<file path="config.mk">
export PLATFORM = sky130hd
export DESIGN_NAME = ap_accumulator
export DESIGN_NICKNAME = d
export VERILOG_FILES = /design/src/rtl/ap_accumulator.sv
export SDC_FILE = /design/constraint.sdc
export NUM_CORES = 1
export LEC_CHECK = 0
export ABC_AREA = 1
export CAP_MARGIN = 20
export CORE_ASPECT_RATIO = 1.75
export CORE_MARGIN = 2
export CORE_UTILIZATION = 50
export DETAILED_ROUTE_END_ITERATION = 12
export DONT_BUFFER_PORTS = 1
export HOLD_SLACK_MARGIN = 0.12
export PLACE_DENSITY = 0.73
export RECOVER_POWER = 100
export SLEW_MARGIN = 10
export SYNTH_ARGS = -nofsm -noshare
export SYNTH_HDL_FRONTEND = slang
export SYNTH_SLANG_ARGS = --single-unit
</file>
<file path="constraint.sdc">
create_clock -name clk -period 2.1 [get_ports clk]
set_input_delay 0.105 -clock clk [delete_from_list [all_inputs] [get_ports clk]]
set_output_delay 0.105 -clock clk [all_outputs]
set_load 0.02 [all_outputs]
</file>
<file path="src/rtl/ap_accumulator.sv">
// ---------------------------------------------------------------------------
// ap_accumulator
//   Sequential saturating accumulator. It consumes a stream of signed
//   fixed-point products and returns one saturated dot-product sum per job.
//   Each accepted term performs one W-bit saturating add, clamping to the
//   signed max/min the same way ap_adder does.
//
//   Optional feature (macro AP_ACC_SAT_FLAG_EN):
//     When defined, the block adds output sat_flag. The flag is cleared on
//     start, set by any clamping step, held through DONE and cleared by
//     reset. When the macro is undefined, the port and its logic are absent.
//     The arithmetic is identical in both builds.
//
// Handshakes (all of them):
//   A transfer happens on a rising clk edge where valid and ready are both 1.
//   A producer holds valid and its data stable until that transfer happens.
//
// Ports
//   clk        in   1      rising-edge clock
//   rst_n      in   1      synchronous active-low reset
//   start      in   1      start pulse; honoured only in IDLE
//   len        in   LEN_W  number of terms in the job; sampled on start
//   in_valid   in   1      in_data valid
//   in_data    in   W      signed term
//   in_ready   out  1      high in ACC
//   out_valid  out  1      high in DONE; held until accepted
//   out_data   out  W      saturated signed sum (the accumulator register)
//   out_ready  in   1      result accepted when out_valid & out_ready
//   busy       out  1      high in ACC or DONE
//   sat_flag   out  1      (AP_ACC_SAT_FLAG_EN only) a step in this job clamped
// ---------------------------------------------------------------------------
module ap_accumulator #(
  parameter int W     = 68,
  parameter int LEN_W = 16
) (
  input  logic             clk,
  input  logic             rst_n,
  input  logic             start,
  input  logic [LEN_W-1:0] len,
  input  logic             in_valid,
  input  logic [W-1:0]     in_data,
  output logic             in_ready,
  output logic             out_valid,
  output logic [W-1:0]     out_data,
  input  logic             out_ready,
  output logic             busy
`ifdef AP_ACC_SAT_FLAG_EN
  ,
  output logic             sat_flag
`endif
);

  localparam logic [W-1:0] SAT_MAX = {1'b0, {(W-1){1'b1}}};
  localparam logic [W-1:0] SAT_MIN = {1'b1, {(W-1){1'b0}}};

  typedef enum logic [1:0] {
    S_IDLE = 2'd0,
    S_ACC  = 2'd1,
    S_DONE = 2'd2
  } state_t;

  // The FSM state is kept in a named signal so that checkers can observe it.
  state_t           state;
  logic [W-1:0]     acc;
  logic [LEN_W-1:0] cnt;

  // Saturating add. The raw sum wraps mod 2^W. Overflow can only happen
  // when both operands have the same sign and the result sign differs.
  logic [W-1:0] raw_sum;
  logic [W-1:0] sum_sat;
  logic         pos_ovf;
  logic         neg_ovf;
  logic         beat;

  assign raw_sum = acc + in_data;
  assign pos_ovf = ~acc[W-1] & ~in_data[W-1] &  raw_sum[W-1];
  assign neg_ovf =  acc[W-1] &  in_data[W-1] & ~raw_sum[W-1];
  assign sum_sat = pos_ovf ? SAT_MAX : (neg_ovf ? SAT_MIN : raw_sum);
  assign beat    = (state == S_ACC) & in_valid;

  // All outputs are decodes of registers only; nothing reaches them
  // combinationally from in_data.
  assign in_ready  = (state == S_ACC);
  assign out_valid = (state == S_DONE);
  assign busy      = (state != S_IDLE);
  assign out_data  = acc;

  always_ff @(posedge clk) begin
    if (!rst_n) begin
      state <= S_IDLE;
      acc   <= '0;
      cnt   <= '0;
    end else begin
      case (state)
        S_IDLE: begin
          if (start) begin
            acc   <= '0;
            cnt   <= len;
            // An empty job goes straight to DONE with a zero sum.
            state <= (len == '0) ? S_DONE : S_ACC;
          end
        end
        S_ACC: begin
          if (beat) begin
            acc <= sum_sat;
            cnt <= cnt - 1'b1;
            if (cnt == LEN_W'(1)) begin
              state <= S_DONE;
            end
          end
        end
        S_DONE: begin
          // start in this state is ignored, even in the handshake cycle.
          if (out_ready) begin
            state <= S_IDLE;
          end
        end
        default: begin
          state <= S_IDLE;
        end
      endcase
    end
  end

`ifdef AP_ACC_SAT_FLAG_EN
  always_ff @(posedge clk) begin
    if (!rst_n) begin
      sat_flag <= 1'b0;
    end else if ((state == S_IDLE) && start) begin
      sat_flag <= 1'b0;
    end else if (beat && (pos_ovf || neg_ovf)) begin
      sat_flag <= 1'b1;
    end
  end
`endif

endmodule

</file>
==> flow_summary.toml, run 1 <==
[setup_path]
cp_slowest_cell = "dfxtp_1"
cp_data_arrival_time_ns = 2.80
rrSetupSlack_ns = -0.47
r2r_end = "out_data[62]"
cp-end-kind = "flop"
path_common_cell = "nand2_1"
endpoint = "out_data[62]"
crit_required_ns = 2.33
cp_num_buf_inv = 2
startpoint_type = "flop"
cp_top_family = "simple AND/OR/NAND/NOR gates"
reg2reg_from = "out_data[55]"
crit_start = "out_data[55]"
max_stage_delay_ns = 0.42
path_cells = "ha_4, nand2_1, nor2_2, buf_4, nand2_1, nand2_1, nand2_1, nand2_2, a21oi_4, nand2_4, nand2_2, nand3_4, nand2_8, bufbuf_16, nor2_2, nor2_1, nor2_1"
cp_num_cells = 17
crit_fanout = 8
criticalPathCategory = "reg2reg"
reg2reg_depth = 17

[timing]
worst_slack_ns = -0.468
rsz0062_at_grt = "true"
tns_ns = -26.79
max_slew_margin = 0.606
max_freq_ghz = 0.389
timing.final.crit_share = 1.22
setup_viol = 75
holdWs_ns = 0.145
layout_min_cycle_time_ns = 2.57
worst_pin_slew_ns = 0.589
hold_viol = 0
clock_skew_ns = 0.0173
slew_viol_final = 0

[floorplanning]
die_height_um = 185
die_area_um2 = 19800
die-width_um = 107
coreArea_um2 = 18400
ios = 160
initial_core_util = 0.506
fp-row-count = 66

[pwr]
p_leak_nw = 6.72
ir_worst_vdd_mv = 1.24
swShare = 0.481
power_frac_comb = 0.677
p_sw_mw = 6.15
pwr-share-clk = 0.129
power_mw = 12.8
internal_power_mw = 6.64
p_per_area_nw_per_um2 = 899
pwr-share-seq = 0.194

[drt]
vias = 12200
avgViaCountPerCell = 5.47
drc = 0
wl_per_cell_um = 17.8
wl_um = 39600
drt_iter0_markers = 748
postRouteAntennaNets = 0
drt_first_pass_iters = 8

[synthesis]
ys_seq_area_frac = 0.185
post_synth.cell_area_avg_um2 = 5.74
synth.top_cell.area_share = 0.185
synthFlopType = "dfxtp_1"
synth_commonest_cells = "nand2_1 (454), nor2_1 (330), inv_1 (161)"
ys_async_sr_fraction = 0
synth_nets = 1784
netlist_area_um2 = 9320
synthCells = 1623
ys_seq_elements = 86
yosysWarnings = 0
synth_edf_count = 0
synth_top_area_cell = "dfxtp_1"
synthTopCellsByArea = "dfxtp_1 (18%), nand2_1 (18%), nor2_1 (13%), ha_1 (9.5%), inv_1 (6.5%)"
synth.most_common_cell = "nand2_1"
synth_cell_types = 43

[cells_and_area]
final_nets = 2143
fin_cells = 2225
final_util = 0.773
diodes = 0
areaGrowthSynthToFinish_pct = 52.7
stdcell_area_um2 = 14200
drive_gt1_frac = 0.330

[outcome]
violations = "setup timing"
status = "finished with violations"

[global_route]
grt_pass1_vias = 11900
track_usage = 0.382
antenna_found_initial = 0
grt_overflow = 0
grt_pass1_wl_um = 59000
grt_max_degree = 85

[placement]
dp_cells = 2165
place_hpwl_um = 29800
postPlaceCellArea_um2 = 13000
gp_congestion = 1.03
dp_slack_ns = -0.508
port-buffer-count = 0

[clock_tree]
clk_latency_ns = 0.36
cts_tree = "yes"
clkSinkCount = 86
cts_made_buffers = 9
clock_path_buffers = 2
clkTransAtPathRegs_ns = 0.08
cts_max_level = 3
cts_root_buffer = "clkbuf_16"

[job]
max-cap-violations = 0

[hold_path]
hp-class = "in2reg"
[worst min-delay path by stage]
stage,start,endpoint,slack (ns),cells after the start
6_report,len[3],state[0],0.15,4
5_1_grt,in_valid,out_data[67],0.16,4
4_1_cts,len[3],state[0],0.12,4
3_5_place_dp,rst_n,cnt[0],0.26,2
3_3_place_gp,rst_n,cnt[0],0.25,2
2_1_floorplan,rst_n,state[1],0.24,2
[flip-flops by register name (all words and copies together) (netlist names)]
| signal | flops |
|---|---|
| cnt | 16 |
| out_data | 68 |
| state | 2 |
[timing repair]
| item | CTS | global route |
|---|---|---|
| setup endpoints to repair | 68 | 78 |
| buffers inserted | 12 | 6 |
| resized for setup | 86 | 93 |
| hold buffers | 17 | 0 |
| hold endpoints to repair | 17 | 0 |
| pin swaps | 5 | 21 |
| cloned | 7 | 3 |
[area by class of cell]
class / count / area [um2]
multi-input combinational: 1323 / 8030
fill: 1472 / 4190
timing repair buffer: 384 / 3090
sequential: 86 / 1860
inverter: 178 / 671
tap: 238 / 298
clock buffer: 10 / 239
clock inverter: 6 / 41.3
[metal layers]
layer	GRT usage	vias up	share of wire
met2	0.734	538	0.52
met5	0	-	0
met1	0.377	5541	0.34
met3	0.0552	183	0.061
met4	0.229	0	0.077
li1	-	5905	-
[logic make-up after synthesis]
logic type | count (synthesis) | synth area share
buffers and inverters | 214 | 0.0956
AOI/OAI and AO/OA | 240 | 0.146
xor gates and xnor gates | 46 | 0.0432
and+or+nand+nor | 965 | 0.433
adders and majority gates | 72 | 0.0975
DFF | 86 | 0.185
[worst reg2reg max path: stages (launching register included)]
cell,delay [ns]
dfxtp_1,0.42
ha_4,0.24
nand2_1,0.12
nor2_2,0.06
buf_4,0.13
nand2_1,0.06
nand2_1,0.07
nand2_1,0.12
nand2_2,0.09
a21oi_4,0.19
nand2_4,0.07
nand2_2,0.09
nand3_4,0.10
nand2_8,0.17
bufbuf_16,0.30
nor2_2,0.04
nor2_1,0.11
nor2_1,0.05
[placed cells by master (no fill, tap or decap), types with 10 or more instances in the layout]
cell type,instances
xnor2_1,31
xor2_1,15
dlygate4sd3_1,17
a21oi_2,21
nor2_2,68
inv_2,19
o21bai_1,14
nand2_1,413
o211ai_1,10
nand3_1,51
buf_12,11
inv_1,158
dfxtp_4,27
buf_4,289
ha_4,62
o21ai_1,10
nor2_4,18
nor2_1,294
dfxtp_1,31
nor3_1,18
clkbuf_16,12
nand2_2,36
nand3b_1,17
clkbuf_1,51
nand2_4,15
dfxtp_2,28
a21oi_1,83
o21ai_0,54
[power groups by stage]
stage	clock network [mW]	registers, mW	logic [mW]
2_1_floorplan	0	2.78	4.53
3_3_place_gp	0	2.48	7.61
3_5_place_dp	0	2.51	7.75
4_1_cts	1.64	2.48	8.26
5_1_grt	1.70	2.52	9.35
6_report	1.65	2.47	8.66
Power figures use the tool's default switching activity.
==> run 2: changes to the inputs <==
--- a/config.mk
+++ b/config.mk
@@ -9,13 +9,14 @@
 export CAP_MARGIN = 20
 export CORE_ASPECT_RATIO = 1.75
 export CORE_MARGIN = 2
-export CORE_UTILIZATION = 50
+export CORE_UTILIZATION = 35
 export DETAILED_ROUTE_END_ITERATION = 12
 export DONT_BUFFER_PORTS = 1
 export HOLD_SLACK_MARGIN = 0.12
-export PLACE_DENSITY = 0.73
+export PLACE_DENSITY = 0.56
 export RECOVER_POWER = 100
 export SLEW_MARGIN = 10
 export SYNTH_ARGS = -nofsm -noshare
 export SYNTH_HDL_FRONTEND = slang
 export SYNTH_SLANG_ARGS = --single-unit
+export TNS_END_PERCENT = 20
==> flow_summary.toml, run 2 (same netlist as run 1, synthesis figures left out) <==
[setup_path]
rrSetupSlack_ns = -0.32
cp_num_buf_inv = 0
reg2reg_depth = 16
max_stage_delay_ns = 0.37
cp_data_arrival_time_ns = 2.68
r2r_end = "out_data[61]"
reg2reg_from = "out_data[1]"
path_cells = "ha_4, nand3_1, nand3_2, nand2_1, nand2_1, nand3_1, nand2_2, nand3_1, nand2_1, nand3b_1, nand2_1, nand2_1, nand2_1, nor2_2, nor2_1, nor2_1"
criticalPathCategory = "reg2reg"
crit_fanout = 4
cp_slowest_cell = "dfxtp_4"
startpoint_type = "flop"
crit_required_ns = 2.36
path_common_cell = "nand2_1"
cp-end-kind = "flop"
cp_top_family = "simple AND/OR/NAND/NOR gates"

[drt]
drt_iter0_markers = 494
drc = 0
wl_um = 40000
postRouteAntennaNets = 0
wl_per_cell_um = 17.2
vias = 11600
avgViaCountPerCell = 4.97
drt_first_pass_iters = 7

[timing]
clock_skew_ns = 0.0132
holdWs_ns = 0.128
setup_viol = 67
worst_slack_ns = -0.322
tns_ns = -18.72
max_slew_margin = 0.618
worst_pin_slew_ns = 0.568
hold_viol = 0
layout_min_cycle_time_ns = 2.42
rsz0062_at_grt = "true"
max_freq_ghz = 0.413
slew_viol_final = 0
timing.final.crit_share = 1.15

[outcome]
status = "finished with violations"
violations = "setup timing"

[cells_and_area]
layout_commonest_cell = "nand2_1"
areaGrowthSynthToFinish_pct = 55.0
multi_input_area_um2 = 8040
fillCellCount = 2711
final_util = 0.547
final_nets = 2159
fin_cells = 2327
diodes = 0
mostFrequentLayoutCells = "nand2_1 (404), nor2_1 (299), buf_4 (295)"
largest_reg_flops = 68
drive_gt1_frac = 0.341
register_area_um2 = 1870

[clock_tree]
cts_max_level = 3
cts_tree = "yes"
clk_latency_ns = 0.39
clkTransAtPathRegs_ns = 0.07
cts_made_buffers = 9
clock_path_buffers = 2
cts_root_buffer = "clkbuf_16"
clkSinkCount = 86

[floorplanning]
die_height_um = 220
ios = 160
die_area_um2 = 28000
fp-row-count = 79
die-width_um = 127
initial_core_util = 0.353
coreArea_um2 = 26400

[global_route]
antenna_found_initial = 0
track_usage = 0.281
grt_pass1_wl_um = 60600
grt_pass1_vias = 11800
grt_max_degree = 85
grt_overflow = 0

[hold_path]
min_path_cells = 3
holdPathEnd = "out_data[63]"
hp-class = "in2reg"
min_from = "rst_n"

[pwr]
p_leak_nw = 6.73
ir_worst_vdd_mv = 1.24
p_per_area_nw_per_um2 = 884

[placement]
port-buffer-count = 0
dp_cells = 2263
gp_congestion = 0.993
place_hpwl_um = 31500
dp_slack_ns = -0.498

[job]
max-cap-violations = 0
==> run 2: changes by cell type in the layout (fill, tap and decap cells not counted), moves of 6 or more <==
cell      previous run  this run
buf_4              289       295
clkbuf_1            51        61
dfxtp_1             31        21
dfxtp_2             28        37
nand2_1            413       404
nand2_2             36        53
nand2_4             15         8
==> run 2: layout make-up <==
cell class	count	share of cell area
sequential	86	0.130
timing repair buffer	400	0.218
inverter	178	0.0463
clock buffer	13	0.0195
tap	324	0.0281
clock inverter	3	0.00182
multi-input combinational	1323	0.557
==> run 2: worst max path at each step <==
stage	from	to	slack (ns)	cells after the start
5_1_grt	out_data[6]	out_data[66]	-0.46	18
3_5_place_dp	out_data[44]	out_data[19]	-0.50	12
2_1_floorplan	out_data[41]	out_data[23]	-0.02	16
4_1_cts	out_data[50]	out_data[10]	-0.33	17
3_3_place_gp	out_data[44]	out_data[7]	-0.44	12
6_report	out_data[1]	out_data[61]	-0.32	16
==> run 2: metal layers <==
metal,up-vias,wire (um),global-route usage
li1,5940,-,-
met5,-,0,0
met1,5267,14500,0.276
met3,97,1490,0.0447
met4,0,2420,0.156
met2,251,21600,0.548
==> run 2: worst reg2reg max path: cells and delay by family, from the launching register on <==
family,cells,cell delay [ns]
simple gates,15,1.66
flops,1,0.37
fa+ha+maj,1,0.27
==> run 2: report_power, final <==
group          internal (mW)  switching [mW]  leakage (nW)
sequential              2.10           0.358         0.740
clock                  0.946           0.789         0.151
combinational           3.74            4.84          5.84
total                   6.78            5.99          6.73
==> run 2: through the flow <==
step | instance area (um2) | total power, mW
2_1_floorplan | 10300 | 7.31
3_3_place_gp | 13200 | 10.3
3_5_place_dp | 13200 | 10.4
4_1_cts | 14300 | 12.7
5_1_grt | 14400 | 13.8
6_report | 14400 | 12.8
==> run 2: what timing repair did <==
action	4_1_cts	5_1_grt
resized for setup	85	96
endpoints found under the setup margin	68	73
pin swaps	21	39
hold endpoints to repair	19	0
hold buffers	19	0
gates cloned	6	4
setup buffers	11	10
==> run 3: changes to the inputs <==
--- a/config.mk
+++ b/config.mk
@@ -5,7 +5,6 @@
 export SDC_FILE = /design/constraint.sdc
 export NUM_CORES = 1
 export LEC_CHECK = 0
-export ABC_AREA = 1
 export CAP_MARGIN = 20
 export CORE_ASPECT_RATIO = 1.75
 export CORE_MARGIN = 2
==> constraint.sdc (replaced) <==
create_clock -name clk -period 2.1 [get_ports clk]
set_input_delay 0.105 -clock clk [delete_from_list [all_inputs] [get_ports clk]]
set_output_delay 0.105 -clock clk [all_outputs]
set_load 0.01 [all_outputs]
==> flow_summary.toml, run 3 <==
[outcome]
status = "finished with violations"
violations = "setup timing"

[setup_path]
r2r_end = "out_data[25]"
crit_required_ns = 2.40
path_common_cell = "o21ai_2"
crit_fanout = 11
criticalPathCategory = "reg2reg"
reg2reg_from = "out_data[20]"
path_cells = "ha_4, buf_6, a21oi_4, o21ai_2, or3_1, a21oi_2, o21ai_2, a32oi_2, mux2_4, nor2_4, buf_12, clkbuf_16, nand2_1, a31oi_1"
cp_top_family = "compound AO/OA/AOI/OAI gates"
cp-end-kind = "flop"
cp_slowest_cell = "or3_1"
cp_num_cells = 14
startpoint_type = "flop"
rrSetupSlack_ns = -0.90
max_stage_delay_ns = 0.40
reg2reg_depth = 14
cp_num_buf_inv = 3
cp_data_arrival_time_ns = 3.30

[timing]
setup_viol = 70
layout_min_cycle_time_ns = 3.00
max_slew_margin = 0.565
slew_viol_final = 0
clock_skew_ns = 0.0136
worst_slack_ns = -0.895
hold_viol = 0
worst_pin_slew_ns = 0.652
timing.final.crit_share = 1.43
rsz0062_at_grt = "true"
max_freq_ghz = 0.334

[cells_and_area]
drive_gt1_frac = 0.349
areaGrowthSynthToFinish_pct = 57.5
mostFrequentLayoutCells = "buf_4 (324), nand2_1 (183), a21oi_1 (91)"
stdcell_area_um2 = 12100
layout_commonest_cell = "buf_4"
largest_reg_flops = 68
fin_cells = 1705
fillCellCount = 2060
multi_input_area_um2 = 6380
diodes = 0
final_nets = 1569
final_util = 0.563
register_area_um2 = 1740

[clock_tree]
clock_path_buffers = 2
cts_max_level = 3
cts_made_buffers = 9
cts_tree = "yes"
cts_root_buffer = "clkbuf_16"
clk_latency_ns = 0.39
clkTransAtPathRegs_ns = 0.08
clkSinkCount = 86

[synthesis]
synth_top_area_cell = "dfxtp_1"
synth_edf_count = 0
synth.top_cell.area_share = 0.224
synthCells = 1070
synth.most_common_cell = "nand2_1"
synthTopCellsByArea = "dfxtp_1 (22%), ha_1 (12%), nand2_1 (9.6%), a21oi_1 (7.0%), a31oi_1 (5.8%)"
synth_commonest_cells = "nand2_1 (196), a21oi_1 (107), dfxtp_1 (86)"
synth_nets = 1231
ys_seq_area_frac = 0.224
ys_async_sr_fraction = 0
synth_cell_types = 66
post_synth.cell_area_avg_um2 = 7.19
yosysWarnings = 0
synthFlopType = "dfxtp_1"
ys_seq_elements = 86
netlist_area_um2 = 7690

[drt]
wl_um = 30000
postRouteAntennaNets = 0
avgViaCountPerCell = 5.47
vias = 9323
wl_per_cell_um = 17.6
drt_first_pass_iters = 5
drt_iter0_markers = 352
drc = 0

[pwr]
swShare = 0.379
power_frac_comb = 0.464
p_leak_nw = 5.33
p_per_area_nw_per_um2 = 555
internal_power_mw = 4.17
pwr-share-seq = 0.280
ir_worst_vdd_mv = 0.378
p_sw_mw = 2.55
pwr-share-clk = 0.256

[hold_path]
min_path_cells = 4
min_from = "len[13]"
hp-class = "in2reg"
holdPathEnd = "state[0]"

[global_route]
grt_max_degree = 44
grt_pass1_wl_um = 46300
grt_overflow = 0
track_usage = 0.253
antenna_found_initial = 0
grt_pass1_vias = 9604

[floorplanning]
die_height_um = 200
initial_core_util = 0.358
die_area_um2 = 23200
die-width_um = 116
fp-row-count = 71
ios = 160
coreArea_um2 = 21500

[placement]
gp_congestion = 0.923
dp_cells = 1642
postPlaceCellArea_um2 = 10700
port-buffer-count = 0
place_hpwl_um = 22000

[job]
max-cap-violations = 0
## run 3: changes by cell type after synthesis, sizes merged, moves of 15 or more
cell	previous run	this run
a211oi	5	23
a21o	8	37
a31oi	10	71
clkbuf	15	46
inv	178	31
nand2	465	196
nand3	56	25
nand3b	17	2
nor2	380	52
## run 3: cell families after synthesis
logic type               synth area share
AO/OA/AOI/OAI                       0.319
XOR/XNOR                           0.0649
multiplexers                      0.00667
adder cells (fa/ha/maj)             0.118
buffers and inverters              0.0493
flip-flops                          0.224
AND/OR/NAND/NOR                     0.218
## run 3: routing by layer
metal	routed length, um	part of all wire	GRT usage	up-vias
li1	-	-	-	4622
met2	15900	0.53	0.479	224
met1	11200	0.37	0.257	4411
met5	0	0	0	-
met3	1810	0.060	0.0598	66
met4	1150	0.038	0.114	0
## run 3: layout make-up
class / count / area share
timing repair buffer: 391 / 0.265
clock buffer: 10 / 0.0207
sequential: 86 / 0.144
multi-input combinational: 889 / 0.527
tap: 292 / 0.0302
clock inverter: 6 / 0.00393
inverter: 31 / 0.00961
## run 3: worst max-delay path by stage
stage                   end          from
2_1_floorplan  out_data[66]  out_data[18]
3_3_place_gp   out_data[64]   out_data[0]
3_5_place_dp    out_data[1]   out_data[4]
4_1_cts         out_data[1]  out_data[18]
5_1_grt        out_data[66]   out_data[5]
6_report       out_data[25]  out_data[20]
## run 3: timing repair
item                                   CTS  global route
setup buffers                           14             4
cloned                                   7             3
setup endpoints to repair               70            72
endpoints found under the hold margin   24             1
pin swaps                               41            46
resized for setup                       77            51
hold buffers                            22             1
## run 3: worst reg2reg max path: stages (launching register included)
cell	delay, ns
dfxtp_2	0.34
ha_4	0.26
buf_6	0.13
a21oi_4	0.11
o21ai_2	0.07
or3_1	0.40
a21oi_2	0.16
o21ai_2	0.10
a32oi_2	0.25
mux2_4	0.35
nor2_4	0.14
buf_12	0.18
clkbuf_16	0.19
nand2_1	0.07
a31oi_1	0.15
## run 3: per-stage QoR
step	setup TNS (ns)	hold slack [ns]	worst slack [ns]	total power, mW
after floorplan	-43.40	0.227	-0.755	3.47
after global placement	-56.42	0.234	-0.905	4.63
after detailed placement	-58.95	0.234	-0.923	4.66
after CTS	-54.93	0.125	-0.877	6.65
after global routing	-65.89	0.183	-1.04	7.10
final	-56.70	0.148	-0.895	6.72
## run 3: power by group through the flow
stage                     Clock, mW  Combinational [mW]  Sequential, mW
after floorplan                   0                1.51            1.96
after global placement            0                2.73            1.90
after detailed placement          0                2.75            1.91
after CTS                      1.77                3.01            1.88
after global routing           1.81                3.39            1.90
final                          1.72                3.12            1.88
